`src/rtl/ir_ctrl_pkg.sv`:
```
// Shared types and constants for the instruction-register fetch controller.
package ir_ctrl_pkg;

    typedef enum logic [2:0] {
        ST_IDLE   = 3'd0,
        ST_CLR    = 3'd1,
        ST_REQ_LO = 3'd2,
        ST_REQ_HI = 3'd3,
        ST_DONE   = 3'd4,
        ST_ERR    = 3'd5
    } ir_state_e;

    // IR function-select encodings; DEC/INC exist on the IR but are never issued here
    localparam logic [1:0] FS_CLR  = 2'b00;
    localparam logic [1:0] FS_LOAD = 2'b01;
    localparam logic [1:0] FS_DEC  = 2'b10;
    localparam logic [1:0] FS_INC  = 2'b11;

    localparam logic LH_LO = 1'b0;
    localparam logic LH_HI = 1'b1;

    function automatic logic is_req_state(input ir_state_e s);
        return (s == ST_REQ_LO) || (s == ST_REQ_HI);
    endfunction

    function automatic logic accepts_cmd(input ir_state_e s);
        return (s == ST_IDLE) || (s == ST_DONE) || (s == ST_ERR);
    endfunction

endpackage

```
`src/rtl/ir_fetch_ctrl_if.sv`:
```
// Control, memory-handshake and IR-drive signals of the fetch controller.
interface ir_fetch_ctrl_if #(
    parameter int unsigned ADDR_W = 8
);
    logic              start;
    logic              flush;
    logic              pc_load;
    logic [ADDR_W-1:0] pc_in;

    logic              mem_req;
    logic [ADDR_W-1:0] mem_addr;
    logic              mem_ready;
    logic [7:0]        mem_rdata;

    logic [7:0]        ir_i;
    logic [1:0]        ir_funsel;
    logic              ir_lh;
    logic              ir_en;

    logic              ir_valid;
    logic              busy;
    logic              err;
    logic [ADDR_W-1:0] pc;

    // Controller side
    modport master (
        input  start, flush, pc_load, pc_in, mem_ready, mem_rdata,
        output mem_req, mem_addr, ir_i, ir_funsel, ir_lh, ir_en,
               ir_valid, busy, err, pc
    );

    // Environment side: control unit, memory and IR
    modport slave (
        output start, flush, pc_load, pc_in, mem_ready, mem_rdata,
        input  mem_req, mem_addr, ir_i, ir_funsel, ir_lh, ir_en,
               ir_valid, busy, err, pc
    );

endinterface

```
`src/rtl/ir_fetch_ctrl.sv`:
```
// Fills the 16-bit IR from byte memory: clear, load low byte, load high byte.
// Optional per-byte wait timeout enabled with `define IR_TIMEOUT_EN.
module ir_fetch_ctrl
    import ir_ctrl_pkg::*;
#(
    parameter int unsigned       ADDR_W         = 8,
    parameter logic [ADDR_W-1:0] PC_RESET       = '0,
    parameter int unsigned       TIMEOUT_CYCLES = 16
) (
    input  logic               clk,
    input  logic               rst_n,
    ir_fetch_ctrl_if.master    bus
);

    if (TIMEOUT_CYCLES < 1) begin : g_bad_timeout
        $error("TIMEOUT_CYCLES must be at least 1");
    end

    ir_state_e         state_q, state_d;
    logic [ADDR_W-1:0] pc_q, pc_d;

    logic              mem_req;
    logic [7:0]        ir_i;
    logic [1:0]        ir_funsel;
    logic              ir_lh;
    logic              ir_en;
    logic              ir_valid;
    logic              busy;
    logic              err;

`ifdef IR_TIMEOUT_EN
    localparam int unsigned WAIT_W = $clog2(TIMEOUT_CYCLES + 1);
    localparam logic [WAIT_W-1:0] WAIT_LAST = WAIT_W'(TIMEOUT_CYCLES - 1);

    logic [WAIT_W-1:0] wait_q, wait_d;
`endif

    always_comb begin
        state_d   = state_q;
        pc_d      = pc_q;
        mem_req   = 1'b0;
        ir_i      = '0;
        ir_funsel = FS_CLR;
        ir_lh     = LH_LO;
        ir_en     = 1'b0;
        ir_valid  = 1'b0;
        busy      = 1'b0;
        err       = 1'b0;
`ifdef IR_TIMEOUT_EN
        wait_d    = wait_q;
`endif

        if (accepts_cmd(state_q) && bus.pc_load) begin
            pc_d = bus.pc_in;
        end

        case (state_q)
            ST_IDLE: begin
                if (bus.start) state_d = ST_CLR;
            end

            ST_CLR: begin
                busy      = 1'b1;
                ir_en     = 1'b1;
                ir_funsel = FS_CLR;
                state_d   = ST_REQ_LO;
`ifdef IR_TIMEOUT_EN
                wait_d    = '0;
`endif
            end

            ST_REQ_LO, ST_REQ_HI: begin
                busy    = 1'b1;
                mem_req = 1'b1;
                ir_lh   = (state_q == ST_REQ_HI) ? LH_HI : LH_LO;
                if (bus.mem_ready) begin
                    ir_en     = 1'b1;
                    ir_funsel = FS_LOAD;
                    ir_i      = bus.mem_rdata;
                    pc_d      = pc_q + 1'b1;
                    state_d   = (state_q == ST_REQ_HI) ? ST_DONE : ST_REQ_HI;
`ifdef IR_TIMEOUT_EN
                    wait_d    = '0;
                end else if (wait_q == WAIT_LAST) begin
                    state_d   = ST_ERR;
                end else begin
                    wait_d    = wait_q + 1'b1;
`endif
                end
            end

            ST_DONE: begin
                ir_valid = 1'b1;
                if (bus.start) state_d = ST_CLR;
            end

            ST_ERR: begin
`ifdef IR_TIMEOUT_EN
                err = 1'b1;
`endif
                if (bus.start) state_d = ST_CLR;
            end

            default: state_d = ST_IDLE;
        endcase

        // Flush overrides everything: no IR write and no pc change this cycle,
        // while mem_req/busy follow the current state and drop next cycle.
        if (bus.flush) begin
            state_d   = ST_IDLE;
            pc_d      = pc_q;
            ir_en     = 1'b0;
            ir_funsel = FS_CLR;
            ir_lh     = LH_LO;
            ir_i      = '0;
        end
    end

    always_ff @(posedge clk or negedge rst_n) begin
        if (!rst_n) begin
            state_q <= ST_IDLE;
            pc_q    <= PC_RESET;
        end else begin
            state_q <= state_d;
            pc_q    <= pc_d;
        end
    end

`ifdef IR_TIMEOUT_EN
    always_ff @(posedge clk or negedge rst_n) begin
        if (!rst_n) begin
            wait_q <= '0;
        end else begin
            wait_q <= wait_d;
        end
    end
`endif

    assign bus.mem_req   = mem_req;
    assign bus.mem_addr  = pc_q;
    assign bus.ir_i      = ir_i;
    assign bus.ir_funsel = ir_funsel;
    assign bus.ir_lh     = ir_lh;
    assign bus.ir_en     = ir_en;
    assign bus.ir_valid  = ir_valid;
    assign bus.busy      = busy;
    assign bus.err       = err;
    assign bus.pc        = pc_q;

endmodule
```
`src/flat_wrapper.sv`:
```
// flat-port wrapper written by rule: the top's interface ports become plain ports
module ir_fetch_ctrl_flat import ir_ctrl_pkg::*;
#(
    parameter int unsigned       ADDR_W         = 8,
    parameter logic [ADDR_W-1:0] PC_RESET       = '0,
    parameter int unsigned       TIMEOUT_CYCLES = 16
)
  (clk, rst_n, bus_start, bus_flush, bus_pc_load, bus_pc_in, bus_mem_ready, bus_mem_rdata, bus_mem_req, bus_mem_addr, bus_ir_i, bus_ir_funsel, bus_ir_lh, bus_ir_en, bus_ir_valid, bus_busy, bus_err, bus_pc);
  ir_fetch_ctrl_if #(.ADDR_W(ADDR_W)) bus_i ();
  input  logic clk;
  input  logic rst_n;
  input wire logic [$bits(bus_i.start)-1:0] bus_start;
  input wire logic [$bits(bus_i.flush)-1:0] bus_flush;
  input wire logic [$bits(bus_i.pc_load)-1:0] bus_pc_load;
  input wire logic [$bits(bus_i.pc_in)-1:0] bus_pc_in;
  input wire logic [$bits(bus_i.mem_ready)-1:0] bus_mem_ready;
  input wire logic [$bits(bus_i.mem_rdata)-1:0] bus_mem_rdata;
  output wire logic [$bits(bus_i.mem_req)-1:0] bus_mem_req;
  output wire logic [$bits(bus_i.mem_addr)-1:0] bus_mem_addr;
  output wire logic [$bits(bus_i.ir_i)-1:0] bus_ir_i;
  output wire logic [$bits(bus_i.ir_funsel)-1:0] bus_ir_funsel;
  output wire logic [$bits(bus_i.ir_lh)-1:0] bus_ir_lh;
  output wire logic [$bits(bus_i.ir_en)-1:0] bus_ir_en;
  output wire logic [$bits(bus_i.ir_valid)-1:0] bus_ir_valid;
  output wire logic [$bits(bus_i.busy)-1:0] bus_busy;
  output wire logic [$bits(bus_i.err)-1:0] bus_err;
  output wire logic [$bits(bus_i.pc)-1:0] bus_pc;
  assign bus_i.start = bus_start;
  assign bus_i.flush = bus_flush;
  assign bus_i.pc_load = bus_pc_load;
  assign bus_i.pc_in = bus_pc_in;
  assign bus_i.mem_ready = bus_mem_ready;
  assign bus_i.mem_rdata = bus_mem_rdata;
  assign bus_mem_req = bus_i.mem_req;
  assign bus_mem_addr = bus_i.mem_addr;
  assign bus_ir_i = bus_i.ir_i;
  assign bus_ir_funsel = bus_i.ir_funsel;
  assign bus_ir_lh = bus_i.ir_lh;
  assign bus_ir_en = bus_i.ir_en;
  assign bus_ir_valid = bus_i.ir_valid;
  assign bus_busy = bus_i.busy;
  assign bus_err = bus_i.err;
  assign bus_pc = bus_i.pc;
  ir_fetch_ctrl #(.ADDR_W(ADDR_W), .PC_RESET(PC_RESET), .TIMEOUT_CYCLES(TIMEOUT_CYCLES)) u_core (.clk(clk), .rst_n(rst_n), .bus(bus_i));
endmodule
```
`config.mk`:
```
export PLATFORM = sky130hd
export DESIGN_NAME = ir_fetch_ctrl_flat
export DESIGN_NICKNAME = d
export VERILOG_FILES = /design/src/rtl/ir_ctrl_pkg.sv /design/src/rtl/ir_fetch_ctrl_if.sv /design/src/rtl/ir_fetch_ctrl.sv /design/src/flat_wrapper.sv
export SDC_FILE = /design/constraint.sdc
export NUM_CORES = 1
export LEC_CHECK = 0
export ABC_AREA = 1
export CORE_ASPECT_RATIO = 1.25
export CORE_MARGIN = 2
export CORE_UTILIZATION = 42
export CTS_CLUSTER_SIZE = 25
export DETAILED_ROUTE_END_ITERATION = 6
export GPL_ROUTABILITY_DRIVEN = 0
export PLACE_DENSITY = 0.86
export SLEW_MARGIN = 25
export SYNTH_ARGS = -nofsm -noshare
export SYNTH_HDL_FRONTEND = slang
export SYNTH_SLANG_ARGS = --single-unit
```
`constraint.sdc`:
```
create_clock -name clk -period 1.91 [get_ports clk]
set_input_delay 0.382 -clock clk [delete_from_list [all_inputs] [get_ports clk]]
set_output_delay 0.382 -clock clk [all_outputs]
set_load 0.005 [all_outputs]
```
### Yosys cells after proc, flatten, opt, wreduce, memory -nomap -nowiden

Index checks and enable logic that the tools add are counted.

| storage, ports and cells | value |
|---|---|
| input port bits | 22 |
| register bits | 11 |
| logic and storage cells | 41 |
| output and inout bits | 32 |

| cells by class | value |
|---|---|
| add/sub/neg operators | 1 |
| eq/ne operators | 7 |
| reduce and logical (&&, ||, !) cells | 8 |
| multiplexer cells | 23 |

Operators by type and width:

| cell | number |
|---|---|
| 8-bit two-way mux | 6 |
| 3-bit two-way mux | 4 |
| 1-bit two-way mux | 9 |
| 3-bit one-hot mux with 3 select lines | 1 |
| 8-bit by 1-bit adder with 8-bit output (second input constant) | 1 |
| 3-bit by 2-bit == test with 1-bit output (second input constant) | 2 |
| 3-bit == test (second input constant) | 2 |
| 3-bit OR reduction | 2 |
| 2-bit two-way mux | 2 |
| 3-bit by 1-bit == test with 1-bit output (second input constant) | 1 |
| 3-bit zero test | 1 |
| 3-bit by 1-bit != test with 1-bit output (second input constant) | 1 |
| 3-bit != test (second input constant) | 1 |
| 1-bit logical OR | 2 |
| 1-bit one-hot mux with 2 select lines | 1 |
| 2-bit AND reduction | 1 |
| 2-bit OR reduction | 1 |
| 1-bit logical AND | 1 |

### Longest topological paths before layout

Gate-level depths: netlist of run 1.

| depth | value |
|---|---|
| depth after elaboration | 7 |
| mapped depth | 9 |
| mapped depth without buffers | 9 |

### Worst setup path before layout of run 1

OpenSTA, ideal clock, no wires.

| path | value |
|---|---|
| path type | flip-flop to output port |
| start point | register u_core.state_q[1] |
| end point | output port bus_ir_i[0] |
| setup slack | 547 ps |
| data arrival time | 981 ps |
| buffers on the path | 0 |
| required time | 1528 ps |
| cell stages (with the launch flop) | 7 |
| cells stage by stage | dfrtp_1 > inv_2 > nor2_4 > nand2_4 > nor2_4 > inv_2 > nor2_1 |

| on the way | value |
|---|---|
| longest elaborated chain between the ends | 4 |
| elaborated cells on any way between the ends | 5 |
| those cells by class | eq/ne (2); mux (2); reduce/logical (1) |

Ends and longest elaborated chain:

| element | line | text |
|---|---|---|
| start, declared | ir_fetch_ctrl.sv:19 | `ir_state_e state_q, state_d;` |
| start signal, assigned | ir_fetch_ctrl.sv:124 | `state_q <= state_d;` |
| 3-bit by 2-bit == test with 1-bit output | ir_fetch_ctrl.sv:57 | `case (state_q)` |
| 2-bit OR reduction * | ir_fetch_ctrl.sv:57 |  |
| 8-bit two-way mux * | ir_fetch_ctrl.sv:57 |  |
| 8-bit two-way mux * | ir_fetch_ctrl.sv:109 | `if (bus.flush) begin` |
| end, declared | flat_wrapper.sv:20 | `output wire logic [$bits(bus_i.ir_i)-1:0] bus_ir_i;` |

Every way passes the cells marked *; elsewhere a longest branch is shown, timed or not.

### Worst setup path in the final report of run 1

| path | value |
|---|---|
| start point | register u_core.state_q[2] |
| end point | output port bus_mem_req |

| on the way | value |
|---|---|
| longest elaborated chain between the ends | 3 |
| elaborated cells on any way between the ends | 4 |
| those cells by class | eq/ne (2); mux (1); reduce/logical (1) |

Ends and longest elaborated chain:

| element | line | text |
|---|---|---|
| 3-bit by 2-bit == test with 1-bit output | ir_fetch_ctrl.sv:57 |  |
| 2-bit OR reduction * | ir_fetch_ctrl.sv:57 |  |
| 1-bit two-way mux * | ir_fetch_ctrl.sv:57 |  |
| end, declared | flat_wrapper.sv:18 | `output wire logic [$bits(bus_i.mem_req)-1:0] bus_mem_req;` |

Marked as above.

==> results of run 1 <==
-- registers in the layout (all words and copies together) (netlist names) --
name / flops
u_core.state_q: 3
u_core.bus.mem_addr: 8
-- final cells by class --
class | instances | area [µm²]
clock buffers | 4 | 26.3
fillers | 209 | 669
inverters | 35 | 136
multi-input cells | 105 | 526
flip-flops and latches | 11 | 275
well taps | 31 | 38.8
repair buffers | 62 | 563
-- where the power goes --
part           internal [W]  switching, W
clock             0.0000813     0.0000954
combinational      0.000643      0.000605
sequential         0.000334      0.000142
-- worst min path at each step --
stage / start / to / slack, ns / depth (start not counted)
finish: rst_n / u_core.bus.mem_addr[7] / 0.43 / 1
global route: rst_n / u_core.bus.mem_addr[4] / 0.46 / 1
CTS: rst_n / u_core.bus.mem_addr[4] / 0.45 / 1
detailed placement: u_core.bus.mem_addr[7] / u_core.bus.mem_addr[7] / 0.57 / 2
global placement: u_core.bus.mem_addr[7] / u_core.bus.mem_addr[7] / 0.55 / 2
floorplan: rst_n / u_core.bus.mem_addr[0] / 0.09 / 0
-- logic make-up (layout without fill, tap and decap cells) --
group | after synthesis | count (layout) | synth area share
AOI/OAI and AO/OA | 11 | 11 | 0.0584
and+or+nand+nor | 91 | 91 | 0.434
other | 1 | 2 | 0.00372
DFF | 11 | 11 | 0.273
buffers and inverters | 46 | 101 | 0.219
adders and majority gates | 1 | 1 | 0.0124
-- cell usage after synthesis, drive strengths merged --
library cell	n	area share
ha	1	0.012
inv	35	0.13
buf	10	0.075
conb	1	0.0037
nand4	2	0.012
a21oi	1	0.0050
nor3	2	0.0099
nand2	53	0.22
o21ai	10	0.053
dfrtp	11	0.27
clkbuf	1	0.014
nor2	16	0.089
nand3	18	0.10
-- timing repair --
action | in CTS | in global routing
resized for setup | 15 | 22
pin swaps | 1 | 0
buffers inserted | 5 | 1
hold endpoints to repair | 0 | 0
endpoints found under the setup margin | 11 | 10
-- metrics by stage --
stage	cell area, µm²	util	cells
4_1_cts	1580	0.705	247
3_5_place_dp	1520	0.681	238
6_report	1570	0.700	248
3_3_place_gp	1520	0.681	238
5_1_grt	1570	0.700	248
2_1_floorplan	1010	-	162
-- routing by layer --
| metal | vias to the layer above | share of wire | GRT usage |
|---|---|---|---|
| met5 | - | 0 | 0 |
| met1 | 554 | 0.37 | 0.266 |
| met4 | 0 | 0.017 | 0.127 |
| met3 | 6 | 0.053 | 0.0491 |
| li1 | 585 | - | - |
| met2 | 46 | 0.56 | 0.415 |
==> out/qor.csv, run 1 <==
stage,metric,value,unit
global_routing,GRT Util Overall,0.242,
drt,Wirelength per Cell,12.2,µm
die,Initial Util,0.451,
yosys,Yosys reg bits,11,
die,I/O Pins,54,
yosys,Synth warnings,0,
yosys,Yosys cell types,19,
cells_and_area,Layout Nets,241,
drt,vias per cell,4.80,
drt,DRC,0,
setup_path,Worst Setup Path Type,flip-flop to primary output,
status,status,finished with violations,
timing,"Hold Vio Cnt, Final",0,
cts,CTS tree,built,
job,Max-Cap Viols,0,
setup_path,Critical Path Sink,bus_mem_req,
setup_path,worst flop-to-flop path startpoint,u_core.state_q[2],
timing,Sum Neg Setup Slack,-0.0707,ns
die,total die area,2810,µm²
yosys,"Avg Cell Area, Syn",6.26,µm²
global_routing,grt total ovfl,0,
timing,Clock Skew,0.00140,ns
setup_path,crit-path most repeated cell,buf_4,
timing,minimum clock period,1.98,ns
setup_path,Top delay family on crit path,buffers and inverters,
setup_path,Worst path depth,4,
setup_path,Crit Path Max Fanout,3,
timing,maximum achievable frequency,0.505,GHz
pwr,pwr dens,1210,nW/µm²
setup_path,FF-to-FF path depth,10,
yosys,synthesized area,1010,µm²
die,die span in x,47.8,µm
cts,Clock Path Buffers,2,
cts,htree depth,1,
setup_path,CP Capture Type,primary output,
cts,Worst-path clk slew,0.08,ns
timing,Slew Limit Fails,0,
cts,TritonCTS Buffers,3,
global_routing,largest net degree at the start of global routing,13,
timing,smallest setup slack after layout,-0.0707,ns
setup_path,crit path launch,u_core.state_q[2],
pwr,total power,0.00190,W
status,failing checks,setup timing,
place,hpwl dp,2240,µm
global_routing,vias in the first global route,1186,
setup_path,reg2reg end,u_core.bus.mem_addr[6],
setup_path,Bufs and invs on worst path,3,
cts,"Hold-fix buffers, CTS",0,
die,Core ar.,2230,µm²
setup_path,slowest cell delay on critical path,0.49,ns
setup_path,Crit-path slowest cell,clkdlybuf4s50_1,
pwr,P_leak,0.863,nW
global_routing,initial antenna violation count,0,
cts,Clock Sinks,11,
timing,Setup-failing EPs final,1,
setup_path,R2R setup slack,0.51,ns
cells_and_area,share of layout cells above drive strength 1,0.175,
cts,CTS root buffer,clkbuf_4,
place,# port buffers,51,
cells_and_area,most frequent cells in the layout,"nand2_1, clkdlybuf4s50_1, inv_1",
drt,drt total wl,3020,µm
drt,initial DRC count,39,
timing,Max-slew headroom,0.653,
timing,Worst-Margin Slew,0.519,ns
die,Site Rows,19,
drt,ANT nets after route,0,
pwr,maximum VDD drop,0.820,mV
global_routing,first-pass GRT wire length,4880,µm
cells_and_area,Layout area overhead,55.4,%
timing,Tcrit/Tclk final,1.04,
worst_hold_path,HP Class,primary input to asynchronous set/reset pin,
setup_path,worst path arrival time,1.60,ns
setup_path,CP Launch Type,flip-flop,
setup_path,worst-path cell chain,buf_4 -> nor2_4 -> buf_4 -> clkdlybuf4s50_1,
yosys,Syn Inst Count,161,
drt,DR vias,1191,
setup_path,"Req. time, crit path",1.53,ns
yosys,"Seq/Total Area, Yosys",0.273,
drt,Pre-antenna DRT Iters,4,
cells_and_area,"commonest non-fill, non-tap cell in the layout",nand2_1,
cells_and_area,Ant. Diodes,0,
cts,clk_lat worst skew,0.29,ns
place,dpl ws,-0.298,ns
die,die height,58.8,µm
timing,unrepaired setup endpoints after global routing,true,
timing,hold_ws,0.433,ns
Power figures use the tool's default switching activity.
==> run 2, diff against run 1 <==
--- a/config.mk
+++ b/config.mk
@@ -8,11 +8,11 @@
 export ABC_AREA = 1
 export CORE_ASPECT_RATIO = 1.25
 export CORE_MARGIN = 2
-export CORE_UTILIZATION = 42
+export CORE_UTILIZATION = 30
 export CTS_CLUSTER_SIZE = 25
 export DETAILED_ROUTE_END_ITERATION = 6
 export GPL_ROUTABILITY_DRIVEN = 0
-export PLACE_DENSITY = 0.86
+export PLACE_DENSITY = 0.68
 export SLEW_MARGIN = 25
 export SYNTH_ARGS = -nofsm -noshare
 export SYNTH_HDL_FRONTEND = slang
==> constraint.sdc (replaced) <==
create_clock -name clk -period 1.65 [get_ports clk]
set_input_delay 0.33 -clock clk [delete_from_list [all_inputs] [get_ports clk]]
set_output_delay 0.33 -clock clk [all_outputs]
set_load 0.005 [all_outputs]
==> run 2 against run 1 <==
  * The flow still finishes with violations (setup timing)
  * Core utilization is 19 points lower
  * Setup slack better by 0.068 ns
  * Die area is 37% higher
  * First-iteration DRC count is 44% lower
  * Critical path depth is 3 higher
  * Cell count is 4.8% higher
  * Clock power is 51% higher
  * Clock-buffer cell count stayed put
  * Via count is 4.0% lower
  * Wire length is 16% lower
  * Worst hold slack worse by 0.0021 ns
  * Critical endpoint is now bus_ir_i[1]
  * Largest power group unchanged
  * Highest routed layer unchanged
==> out/qor.csv, run 2 (same netlist as run 1, synthesis figures left out) <==
stage,metric,value,unit
cts,Worst-path clk slew,0.05,ns
cts,Clock Sinks,11,
global_routing,largest net degree at the start of global routing,12,
cts,htree depth,1,
place,hpwl dp,1990,µm
place,dpl ws,-0.400,ns
timing,hold_ws,0.431,ns
timing,Max-slew headroom,0.664,
setup_path,crit-path most repeated cell,nor2_4,
die,Initial Util,0.313,
worst_hold_path,HP Class,primary input to asynchronous set/reset pin,
cells_and_area,Final Cell Area,1650,µm²
setup_path,Bufs and invs on worst path,3,
global_routing,initial antenna violation count,0,
timing,"Hold Vio Cnt, Final",0,
die,die height,68.8,µm
die,Core ar.,3220,µm²
timing,smallest setup slack after layout,-0.00281,ns
cells_and_area,"commonest non-fill, non-tap cell in the layout",nand2_1,
job,Max-Cap Viols,0,
die,I/O Pins,54,
global_routing,vias in the first global route,1021,
drt,vias per cell,4.40,
setup_path,Crit-path slowest cell,dfrtp_1,
setup_path,Top delay family on crit path,flip-flops,
cells_and_area,Layout Nets,247,
pwr,pwr dens,1380,nW/µm²
setup_path,CP Launch Type,flip-flop,
cells_and_area,Largest register FFs,8,
setup_path,Worst Setup Path Type,flip-flop to primary output,
pwr,P_leak,0.886,nW
cells_and_area,# fillers,320,
cells_and_area,most frequent cells in the layout,"nand2_1, clkdlybuf4s50_1, inv_1",
timing,Sum Neg Setup Slack,-0.00281,ns
place,# port buffers,51,
timing,unrepaired setup endpoints after global routing,true,
drt,DRC,0,
setup_path,Crit Path Max Fanout,8,
cts,clk_lat worst skew,0.24,ns
setup_path,worst-path cell chain,nor2_4 -> nand2_4 -> nor2_4 -> buf_6 -> inv_8 -> nor2_2 -> buf_2,
drt,initial DRC count,22,
die,die span in x,55.8,µm
setup_path,"Req. time, crit path",1.32,ns
global_routing,first-pass GRT wire length,4410,µm
drt,Pre-antenna DRT Iters,4,
timing,Clock Skew,0.00344,ns
timing,Worst-Margin Slew,0.503,ns
cells_and_area,Layout area overhead,64.2,%
global_routing,grt total ovfl,0,
place,Placed Area,1580,µm²
cells_and_area,multi-input logic area,561,µm²
cells_and_area,Ant. Diodes,0,
drt,drt total wl,2520,µm
cts,CTS tree,built,
setup_path,worst path arrival time,1.32,ns
global_routing,GRT Util Overall,0.146,
cts,CTS root buffer,clkbuf_8,
setup_path,slowest cell delay on critical path,0.42,ns
status,status,finished with violations,
setup_path,CP Capture Type,primary output,
cells_and_area,register area,275,µm²
cts,TritonCTS Buffers,3,
timing,Tcrit/Tclk final,1.00,
timing,maximum achievable frequency,0.605,GHz
drt,ANT nets after route,0,
timing,Slew Limit Fails,0,
status,failing checks,setup timing,
die,Site Rows,23,
timing,Setup-failing EPs final,1,
cells_and_area,share of layout cells above drive strength 1,0.229,
timing,minimum clock period,1.65,ns
die,total die area,3840,µm²
drt,DR vias,1143,
pwr,maximum VDD drop,0.870,mV
drt,Wirelength per Cell,9.70,µm
cts,Clock Path Buffers,2,
==> run 2: cell types whose count changed in the layout (fill, tap and decap cells not counted), sizes merged <==
cell           before  now
dlygate4sd2         4    7
clkbuf             12    4
buf                12   26
clkdlybuf4s50      36   35
dlymetal6s2s        2    0
==> run 2: area by class of cell <==
type                            count  area share
Tap cell                           37      0.0280
Timing Repair Buffer               68       0.356
Multi-Input combinational cell    105       0.339
Clock buffer                        4      0.0272
Sequential cell                    11       0.166
Inverter                           35      0.0840
==> run 2: path summary, 6_finish.rpt <==
check	cells past startpoint	end	slack, ns	from
setup / recovery	7	bus_ir_i[1]	-0.003	u_core.state_q[2]
hold / removal	1	u_core.bus.mem_addr[7]	0.43	rst_n
setup reg to reg	10	u_core.bus.mem_addr[3]	0.20	u_core.state_q[2]
hold reg to reg	2	u_core.bus.mem_addr[7]	0.58	u_core.bus.mem_addr[7]
max in group asynchronous	1	u_core.bus.mem_addr[1]	0.88	rst_n
min in group clk	2	u_core.bus.mem_addr[7]	0.58	u_core.bus.mem_addr[7]
==> run 2: per-stage QoR <==
| step | utilization | total power, W | std cells |
|---|---|---|---|
| after floorplan | - | 0.00132 | 162 |
| after global placement | 0.489 | 0.00199 | 252 |
| after detailed placement | 0.489 | 0.00200 | 252 |
| after CTS | 0.500 | 0.00229 | 260 |
| after global routing | 0.513 | 0.00251 | 260 |
| final | 0.513 | 0.00228 | 260 |
==> run 2: repair_timing <==
item,in CTS,in global routing
endpoints found under the setup margin,14,10
hold buffers,0,0
cloned,0,0
resized for setup,46,13
buffers inserted,4,0
pin swaps,2,3
==> run 2: where the power goes <==
part / switching (W) / internal (W) / total [W] / leakage, nW
Clock: 0.0000979 / 0.000169 / 0.000267 / 0.0228
Sequential: 0.000169 / 0.000388 / 0.000557 / 0.132
Combinational: 0.000661 / 0.000792 / 0.00145 / 0.731
Total: 0.000928 / 0.00135 / 0.00228 / 0.886
==> run 2: routing by layer <==
metal	track usage	part of all wire
met1	0.179	0.43
met2	0.253	0.47
met3	0.0280	0.071
met4	0.0655	0.024
met5	0	0
==> run 3, diff against run 2 <==
--- a/config.mk
+++ b/config.mk
@@ -9,10 +9,11 @@
 export CORE_ASPECT_RATIO = 1.25
 export CORE_MARGIN = 2
 export CORE_UTILIZATION = 30
+export CTS_BUF_LIST = sky130_fd_sc_hd__clkbuf_4 sky130_fd_sc_hd__clkbuf_8 sky130_fd_sc_hd__clkbuf_16
 export CTS_CLUSTER_SIZE = 25
 export DETAILED_ROUTE_END_ITERATION = 6
 export GPL_ROUTABILITY_DRIVEN = 0
-export PLACE_DENSITY = 0.68
+export PLACE_DENSITY = 0.63
 export SLEW_MARGIN = 25
 export SYNTH_ARGS = -nofsm -noshare
 export SYNTH_HDL_FRONTEND = slang
==> run 3 against run 2 <==
  * The run still ends with setup timing left
  * Clock power is 10% higher
  * Setup slack worse by 0.020 ns
  * Die area stayed put
  * Sequential share of layout area is 0.11 points lower
  * Core utilization is 0.35 points higher
  * Critical path depth stayed put
  * Global-route usage is 0.61 points lower
  * Highest routed layer unchanged
==> out/qor.csv, run 3 (same netlist as run 1, synthesis figures left out) <==
stage,metric,value,unit
cts,CTS tree,built,
timing,maximum achievable frequency,0.598,GHz
drt,DRC,0,
die,Initial Util,0.313,
place,hpwl dp,2040,µm
cells_and_area,Finished Layout Cells,264,
worst_hold_path,HP Class,primary input to asynchronous set/reset pin,
timing,hold_ws,0.431,ns
pwr,maximum VDD drop,0.747,mV
job,Max-Cap Viols,0,
status,status,finished with violations,
global_routing,initial antenna violation count,0,
die,die height,68.8,µm
cells_and_area,most frequent cells in the layout,"nand2_1, clkdlybuf4s50_1, inv_1",
setup_path,CP Capture Type,primary output,
place,# port buffers,51,
die,total die area,3840,µm²
drt,ANT nets after route,0,
timing,Setup-failing EPs final,9,
drt,Pre-antenna DRT Iters,4,
cells_and_area,share of layout cells above drive strength 1,0.242,
setup_path,CP Launch Type,flip-flop,
cells_and_area,"commonest non-fill, non-tap cell in the layout",nand2_1,
setup_path,Crit Path Max Fanout,8,
cells_and_area,# fillers,333,
drt,Wirelength per Cell,10.3,µm
cells_and_area,Layout area overhead,65.3,%
die,I/O Pins,54,
drt,vias per cell,4.38,
cells_and_area,Layout Nets,251,
cts,Worst-path clk slew,0.05,ns
die,Core ar.,3220,µm²
timing,smallest setup slack after layout,-0.0228,ns
pwr,P_leak,0.902,nW
global_routing,largest net degree at the start of global routing,16,
global_routing,vias in the first global route,929,
timing,Sum Neg Setup Slack,-0.135,ns
cells_and_area,Ant. Diodes,0,
drt,DR vias,1157,
timing,Max-slew headroom,0.655,
cells_and_area,Final Util,0.517,
place,DP Cell Count,251,
timing,Clock Skew,0.000192,ns
cts,Clock Path Buffers,2,
cts,clk_lat worst skew,0.24,ns
cts,TritonCTS Buffers,3,
setup_path,"Req. time, crit path",1.32,ns
setup_path,FF-to-FF path depth,11,
global_routing,grt total ovfl,0,
timing,minimum clock period,1.67,ns
cells_and_area,Largest register FFs,8,
setup_path,Worst Setup Path Type,flip-flop to primary output,
cts,Clock Sinks,11,
timing,unrepaired setup endpoints after global routing,true,
global_routing,GRT Util Overall,0.140,
timing,Worst-Margin Slew,0.516,ns
timing,Slew Limit Fails,0,
drt,drt total wl,2720,µm
die,Site Rows,23,
pwr,pwr dens,1450,nW/µm²
die,die span in x,55.8,µm
timing,Tcrit/Tclk final,1.01,
cts,CTS root buffer,clkbuf_8,
setup_path,worst path arrival time,1.34,ns
timing,"Hold Vio Cnt, Final",0,
drt,initial DRC count,8,
cts,htree depth,1,
status,failing checks,setup timing,
global_routing,first-pass GRT wire length,4150,µm
==> run 3: changes by cell type in the layout (fill, tap and decap cells not counted), moves of 2 or more <==
cell,previous run,this run
nor2_1,4,9
dlygate4sd2_1,7,3
clkbuf_2,0,3
nor2_2,5,3
buf_4,16,19
nor3_2,2,0
nor2_4,7,4
==> run 3: power by group <==
part           internal, W  switching (W)  leakage, nW  total (W)
clock network     0.000187       0.000108       0.0262   0.000295
logic             0.000872       0.000702        0.744    0.00157
registers         0.000388       0.000160        0.132   0.000548
total              0.00145       0.000970        0.902    0.00242
==> run 3: per-layer routing <==
metal | share of wire | global-route usage | vias to the layer above
met2 | 0.52 | 0.251 | 34
met1 | 0.40 | 0.157 | 510
met3 | 0.060 | 0.0317 | 7
li1 | - | - | 606
met4 | 0.028 | 0.0744 | 0
met5 | 0 | 0 | -
==> run 3: layout make-up <==
type	instances	area [µm²]	area share
Timing Repair Buffer	72	621	0.373
Multi-Input combinational cell	105	541	0.325
Sequential cell	11	275	0.165
Inverter	35	134	0.0804
Clock buffer	4	48.8	0.0293
Tap cell	37	46.3	0.0278
==> run 3: path summary, 6_finish.rpt <==
check	start	end	slack [ns]
worst max-delay path	u_core.state_q[2]	bus_ir_i[7]	-0.02
worst min-delay path	rst_n	u_core.bus.mem_addr[6]	0.43
worst max register to register	u_core.state_q[2]	u_core.bus.mem_addr[3]	0.08
worst min register to register	u_core.bus.mem_addr[7]	u_core.bus.mem_addr[7]	0.57
max in group asynchronous	rst_n	u_core.state_q[2]	0.88
min in group clk	u_core.bus.mem_addr[7]	u_core.bus.mem_addr[7]	0.57
==> run 3: metrics by stage <==
step                      cell area [µm²]  total power, W  setup slack (ns)
final                                1670         0.00242           -0.0228
after global routing                 1670         0.00264            -0.112
after CTS                            1640         0.00237           0.00197
after detailed placement             1580         0.00201            -0.415
after global placement               1580         0.00200            -0.405
after floorplan                      1010         0.00132             0.339
==> run 3: what timing repair did <==
action,in CTS,in global routing
buffers inserted,5,4
hold buffers,0,0
cloned,0,0
setup endpoints to repair,14,12
resized for setup,47,11
pin swaps,3,3
==> run 3: worst max-delay path, stage by stage, from the launching register on <==
cell	delay (ns)
dfrtp_1	0.42
nor2_4	0.14
buf_6	0.10
nand2_4	0.04
nor2_4	0.13
inv_4	0.07
nor2_1	0.08
buf_2	0.11
